$ cat config.mk
export PLATFORM = sky130hd
export DESIGN_NAME = dsm_dac_ctrl
export DESIGN_NICKNAME = d
export VERILOG_FILES = /design/src/rtl/dsm_dac_ctrl.sv
export SDC_FILE = /design/constraint.sdc
export NUM_CORES = 1
export LEC_CHECK = 0
export BUFFER_PORTS_ARGS = -buffer_cell sky130_fd_sc_hd__buf_2
export CORE_AREA = 2 2 79 81
export CTS_CLUSTER_DIAMETER = 40
export CTS_CLUSTER_SIZE = 30
export DETAILED_ROUTE_END_ITERATION = 12
export DIE_AREA = 0 0 81 83
export PLACE_DENSITY = 0.55
export SYNTH_ARGS = -nofsm -noshare
export SYNTH_HDL_FRONTEND = slang
export SYNTH_SLANG_ARGS = --single-unit
$ cat constraint.sdc
create_clock -name i_clk -period 1.7 [get_ports i_clk]
set_input_delay 0 -clock i_clk [delete_from_list [all_inputs] [get_ports i_clk]]
set_output_delay 0 -clock i_clk [all_outputs]
set_load 0.02 [all_outputs]
$ cat src/rtl/dsm_dac_ctrl.sv
// Sample scheduler and run controller for the delta-sigma DAC modulator.
// Paces a valid/ready sample source to one sample per oversampling period and sequences start/stop/flush.
module dsm_dac_ctrl #(
  parameter int DATA_WIDTH     = 16,
  parameter int OSR_WIDTH      = 8,
  parameter int FLUSH_SAMPLES  = 4,
  parameter int UNDERFLOW_ZERO = 1
) (
  input  logic                  i_clk,
  input  logic                  i_rst_n,
  input  logic                  i_start,
  input  logic                  i_stop,
  input  logic [OSR_WIDTH-1:0]  i_osr,
  input  logic                  i_s_valid,
  input  logic [DATA_WIDTH-1:0] i_s_data,
  output logic                  o_s_ready,
  output logic                  o_dac_en,
  output logic [DATA_WIDTH-1:0] o_dac_data,
  output logic                  o_sample_tick,
  output logic                  o_busy,
  output logic                  o_underflow
);

  localparam int FLUSH_W = (FLUSH_SAMPLES > 0) ? $clog2(FLUSH_SAMPLES + 1) : 1;

  typedef enum logic [1:0] {
    IDLE  = 2'd0,
    RUN   = 2'd1,
    FLUSH = 2'd2
  } state_t;

  state_t               state;
  state_t               state_nxt;
  logic [OSR_WIDTH-1:0] cnt;
  logic [OSR_WIDTH-1:0] osr_q;
  logic [FLUSH_W-1:0]   flush_cnt;
  logic                 tick;
  logic                 start_ok;

  assign tick          = (state != IDLE) && (cnt == osr_q);
  assign start_ok      = i_start && !i_stop;
  assign o_sample_tick = tick;
  assign o_s_ready     = tick && (state == RUN);
  assign o_busy        = (state != IDLE);

  always_ff @(posedge i_clk or negedge i_rst_n) begin
    if (!i_rst_n) begin
      state <= IDLE;
    end else begin
      state <= state_nxt;
    end
  end

  always_comb begin
    state_nxt = state;
    unique case (state)
      IDLE:    if (start_ok) state_nxt = RUN;
      RUN:     if (i_stop) state_nxt = (FLUSH_SAMPLES > 0) ? FLUSH : IDLE;
      FLUSH:   if (tick && (flush_cnt == FLUSH_W'(1))) state_nxt = IDLE;
      default: state_nxt = IDLE;
    endcase
  end

  // A stop overrides any sample loaded by a coincident tick, so the modulator sees zero next cycle.
  always_ff @(posedge i_clk or negedge i_rst_n) begin
    if (!i_rst_n) begin
      cnt         <= '0;
      osr_q       <= '0;
      flush_cnt   <= '0;
      o_dac_data  <= '0;
      o_dac_en    <= 1'b0;
      o_underflow <= 1'b0;
    end else begin
      o_dac_en <= (state_nxt != IDLE);
      unique case (state)
        IDLE: begin
          if (start_ok) begin
            osr_q       <= i_osr;
            cnt         <= '0;
            o_dac_data  <= '0;
            o_underflow <= 1'b0;
          end
        end
        RUN: begin
          cnt <= tick ? '0 : cnt + OSR_WIDTH'(1);
          if (tick) begin
            if (i_s_valid) begin
              o_dac_data <= i_s_data;
            end else begin
              o_underflow <= 1'b1;
              if (UNDERFLOW_ZERO != 0) o_dac_data <= '0;
            end
          end
          if (i_stop) begin
            o_dac_data <= '0;
            flush_cnt  <= FLUSH_W'(FLUSH_SAMPLES);
          end
        end
        FLUSH: begin
          cnt <= tick ? '0 : cnt + OSR_WIDTH'(1);
          if (tick) flush_cnt <= flush_cnt - FLUSH_W'(1);
        end
        default: ;
      endcase
    end
  end

endmodule

Word level (Yosys, flattened, before mapping)

Cells that the tools add are included.

Add/subtract/negate cells: 2
Equality and inequality tests: 10
Muxes and demuxes: 19
Reduce and logical (&&, ||, !) cells: 17

Operators with widths:

| cell                | count |
|---|---|
| $mux 16             | 4 |
| $pmux 16 s2         | 1 |
| $mux 8              | 2 |
| $pmux 8 s2          | 1 |
| $ne 2x2->1 const B  | 5 |
| $reduce_bool 2->1   | 5 |
| $add 8x1->8 const B | 1 |
| $eq 8x8->1          | 1 |
| $mux 2              | 3 |
| $mux 3              | 2 |
| $pmux 2 s3          | 1 |
| $pmux 3 s2          | 1 |
| $reduce_and 3->1    | 2 |
| $logic_and 1x1->1   | 4 |
| $reduce_and 2->1    | 2 |
| $reduce_and 4->1    | 1 |
| $eq 3x1->1 const B  | 1 |
| $mux 1              | 3 |
| $ne 3x3->1 const B  | 1 |
| $sub 3x1->3 const B | 1 |
| $eq 2x1->1 const B  | 1 |
| $eq 2x2->1 const B  | 1 |
| $logic_not 2->1     | 1 |
| $pmux 1 s2          | 1 |
| other kinds (2)     | 2 |

Bits in registers: 39
Input bits: 29
Output and inout bits: 21
Word-level logic and storage cells: 55

Depth between registers and ports, before layout

Depth after elaboration: 6
Gate-level depth with buffers: 9
Gate-level depth less buffers: 7

Worst setup path after synthesis

OpenSTA, ideal clock, no wires.

Path kind: flip-flop to flip-flop
Start: register state[0]
End: register o_dac_data[0]
Library setup time: 0.121 ns
Arrival time: 1.828 ns
Required time: 1.579 ns
Setup slack: -0.249 ns
Stages on the path, launching flop included: 10
Buffers on the path: 2
Period minus slack after synthesis: 1.949 ns
Cell sequence: dfrtp_1 > inv_1 > ha_1 > clkbuf_1 > nor2_1 > nand4_4 > clkinv_2 > o21ai_4 > buf_6 > a22o_1

Cells in the longest elaborated chain, start to end: 4
Elaborated cells between the ends (all ways): 9

RTL lines:

| item                              | RTL line | RTL |
|---|---|---|
| start, declared                   | 32       | `state_t state;` |
| start signal, assigned            | 50       | `state <= state_nxt;` |
| $reduce_bool 2->1                 | 40       | `assign tick = (state != IDLE) && (cnt == osr_q);` |
| $logic_and 1x1->1                 | 40       |  |
| named net o_sample_tick           | 19       | `output logic o_sample_tick,` |
| $ne 3x3->1 (no source line)       | --       |  |
| $reduce_and 3->1 (no source line) | --       |  |
| end signal, assigned              | 88       | `o_dac_data <= i_s_data;` |
| end, declared                     | 18       | `output logic [DATA_WIDTH-1:0] o_dac_data,` |

The timed path passes the listed nets, and every way through them passes these cells.
A chain may end at the register's enable or synchronous reset.

Worst setup path in the final report

Start: register cnt[1]
End: output port o_s_ready

Cells in the longest elaborated chain, start to end: 3

RTL lines:

| item                   | RTL line | RTL |
|---|---|---|
| start, declared        | 34       | `logic [OSR_WIDTH-1:0] cnt;` |
| start signal, assigned | 85       | `cnt <= tick ? '0 : cnt + OSR_WIDTH'(1);` |
| start signal, assigned | 100      | `cnt <= tick ? '0 : cnt + OSR_WIDTH'(1);` |
| $eq 8x8->1             | 40       |  |
| $logic_and 1x1->1      | 40       |  |
| $logic_and 1x1->1      | 43       | `assign o_s_ready = tick && (state == RUN);` |
| end, declared          | 16       | `output logic o_s_ready,` |

No other way between the ends.

==> out/metrics.cfg <==
[power]
swShare_pct = 34.5
p_per_area_mw_per_mm2 = 1300
combPwrFrac_pct = 46.1
p_seq_share_pct = 30.7
report.power.total_mw = 3.94
switchingPower_mw = 1.36
internal_power_mw = 2.58
peakVddDrop_v = 0.000645
pwr-share-clk_pct = 23.2
p_leak_nw = 1.47

[setup_path]
cp_top_family = simple AND/OR/NAND/NOR gates
required_ns = 1.70
reg2regPathDepth = 7
path_class = reg2out
worstPathCellList = xor2_1 -> nor4_2 -> nand4_4 -> buf_6 -> nor2_4 -> buf_6
endpoint_kind = output port
crit_buf_inv = 2
worstPathMaxFanout = 4
r2r-end = flush_cnt[0]
start_kind = flip-flop
r2r_setup_slack_ns = -0.05
slowest_stage = dfrtp_1
crit_path_frequent_cell = buf_6
cpPeakStageDelay_ns = 0.39
crit_arrival_ns = 1.79
rr_startpoint = cnt[1]

[global_routing]
grt_remaining_overflow = 0
antenna_found_initial = 0
grt_most_used_layer = met2
gr-usage-met3_pct = 3.26
use_met2_pct = 25.1
grtUsageTotal_pct = 15.8
grtUsageMet1_pct = 20.7
grt_max_degree = 40
grt_pass1_vias = 1761
grt_pass1_wl_mm = 8.22

[cells_and_area]
final_util_pct = 52.1
n_antenna_cell = 0
design_area_mm2 = 0.00303
final_cells = 361
fin_nets = 321
drive_gt1_share_pct = 41.6
synthToLayoutAreaGrowth_pct = 57.1

[floorplan]
die_y_um = 83
core_area_mm2 = 0.00582
die_x_um = 81
pin_count = 50
die_area_mm2 = 0.00672
start_util_pct = 33.2
rows = 28

[logic_synthesis]
synth_edf_count = 0
async_flop_share_pct = 100
yosysWarnings = 0
synthesis.nets = 210
syn_area_per_cell_um2 = 11.1
synthFlopType = dfrtp_1
syn_inst = 174
synth_cell_types = 37
syn-cell-area_mm2 = 0.00193
synth-seq-area-share_pct = 50.6
ys_ff_latch = 39

[place]
place_inst = 321
portBuffers = 49
placed_area_mm2 = 0.00247
hpwl_mm = 3.34
gp_congestion = 0.775

[clocking]
insertion_delay_ns = 0.29
clockBufferDepth = 2
cts_buffers = 5
cts.htree.levels = 2
cts.sink_count = 39
tritoncts = built
clockRootBuffer = clkbuf_8
clk_pin_slew_ns = 0.08

[timing]
timing.final.crit_share_pct = 105
maxSlewViolCount = 0
rsz0062_at_grt = true
fmax_mhz = 559
finalSetupTns_ns = -0.798
worstMarginPinSlew_ns = 0.502
hold_viol = 0
fin_skew_ns = 0.00443
finalSetupViolCount = 21
worst_slack_ns = -0.0881
relSlewSlack_pct = 66.5
fin_crit_ns = 1.79

[outcome]
status = complete, but fails checks
violations = setup timing

[worst_hold_path]
hold_path_depth = 4
holdCritPathClass = in2reg
hold_end = o_underflow
hold_start = i_s_valid

[routing]
avgViaCountPerCell = 4.75
wl_per_cell_um = 13.7
drt_iter0_drc = 84
drc = 0
ant_nets = 0
firstDrtPassIters = 4
routed_wl_mm = 4.95
vias = 1715

[job]
drv_cap = 0

-- worst max path at each step --
stage / startpoint / end / depth (start not counted)
final: cnt[1] / o_s_ready / 6
after global routing: osr_q[1] / o_s_ready / 6
after detailed placement: state[0] / cnt[7] / 9
after CTS: cnt[2] / cnt[4] / 7
after global placement: cnt[1] / cnt[2] / 7
after floorplan: cnt[1] / o_dac_data[0] / 7
-- worst reg2reg max path, delay by kind of cell, from the launching register on --
family	cells	cell delay (ns)
DFF	1	0.39
xor gates and xnor gates	1	0.17
muxes	1	0.17
AOI/OAI and AO/OA	1	0.08
and+or+nand+nor	2	0.57
buffers and inverters	2	0.26
-- sequential cells by signal (all words and copies together), names as in the netlist --
name and flops:
state 2, osr_q 8, o_dac_en 1, o_dac_data 16, flush_cnt 3, o_underflow 1
cnt 8
-- power by group through the flow --
stage | registers, mW | clock network, mW | logic [mW]
2_1_floorplan | 1.25 | 0 | 0.861
4_1_cts | 1.21 | 0.938 | 1.59
6_report | 1.21 | 0.914 | 1.81
3_3_place_gp | 1.22 | 0 | 1.45
3_5_place_dp | 1.23 | 0 | 1.46
5_1_grt | 1.23 | 0.991 | 2.01
-- stage by stage --
stage	hold slack, ns	worst slack [ns]
detailed placement	0.0927	-0.0978
global placement	0.0907	-0.0467
finish	0.0660	-0.0881
CTS	0.0499	-0.139
global route	0.0983	-0.199
floorplan	-0.296	-0.161
-- synthesized netlist by cell type (2+ instances only) --
library cell  instances  share of area [%]
nand2b_1              5                1.6
ha_1                  7                4.5
clkbuf_1              2               0.39
nor2b_1               2               0.65
dfrtp_1              39                 51
buf_6                 2                1.2
nor2_1                7                1.4
mux2_2                8                4.7
nand3_1               4                1.0
inv_1                11                2.1
mux2i_1               2                1.0
o22ai_1               2               0.65
a31oi_1               2               0.65
xor2_1                9                4.1
o21ai_0              12                3.1
a22o_1               16                7.3
nand2_1               9                1.8
a21oi_1              12                3.1
nand4_1               3               0.97
and3_1                3               0.97
-- kinds of logic after synthesis --
| group | Yosys count | share of synthesized area [%] |
|---|---|---|
| xor+xnor | 10 | 4.54 |
| flops | 39 | 50.6 |
| fa+ha+maj | 7 | 4.54 |
| buf+inv | 17 | 4.15 |
| mux | 10 | 5.71 |
| compound gates | 52 | 18.4 |
| simple gates | 39 | 12.1 |
-- routing by layer --
metal	share of wire (%)	vias to the layer above	wire length [µm]
li1	-	852	-
met1	45	813	2210
met2	50	39	2470
met3	3.6	11	178
met4	2.0	0	98
met5	0	-	0
-- cells in the final DEF, fill, tap and decap left out, types with 2 or more instances in the layout --
cell,synthesis,routed
mux2i_1,2,2
inv_2,0,2
nor2_1,7,5
nand3_1,4,3
dlygate4sd3_1,0,25
nand2_1,9,8
a21oi_1,12,11
buf_4,0,25
nand2b_1,5,5
clkbuf_8,0,5
buf_6,2,10
mux2_2,8,8
nand4_1,3,3
buf_2,0,47
o21ai_1,1,6
and3_1,3,2
xor2_1,9,9
o21ai_4,1,3
inv_1,11,9
ha_1,7,5
dfrtp_1,39,39
bufinv_16,0,2
nor2b_1,2,2
a22o_1,16,16
o21ai_0,12,5
-- area by class of cell --
type / instances / area, µm²
clock buffers: 6 / 72.6
clock inverters: 2 / 60.1
fillers: 526 / 2780
inverters: 12 / 50.0
multi-input cells: 119 / 973
flip-flops and latches: 39 / 976
well taps: 75 / 93.8
repair buffers: 108 / 806
-- timing repair --
| action | in CTS | in global routing |
|---|---|---|
| gates cloned | 1 | 0 |
| resized for setup | 15 | 22 |
| pin swaps | 3 | 19 |
| buffers inserted | 1 | 5 |
| endpoints found under the setup margin | 27 | 33 |
| endpoints found under the hold margin | 63 | 0 |
| hold buffers | 25 | 0 |
Note: power is estimated with default switching activity, not from simulation.
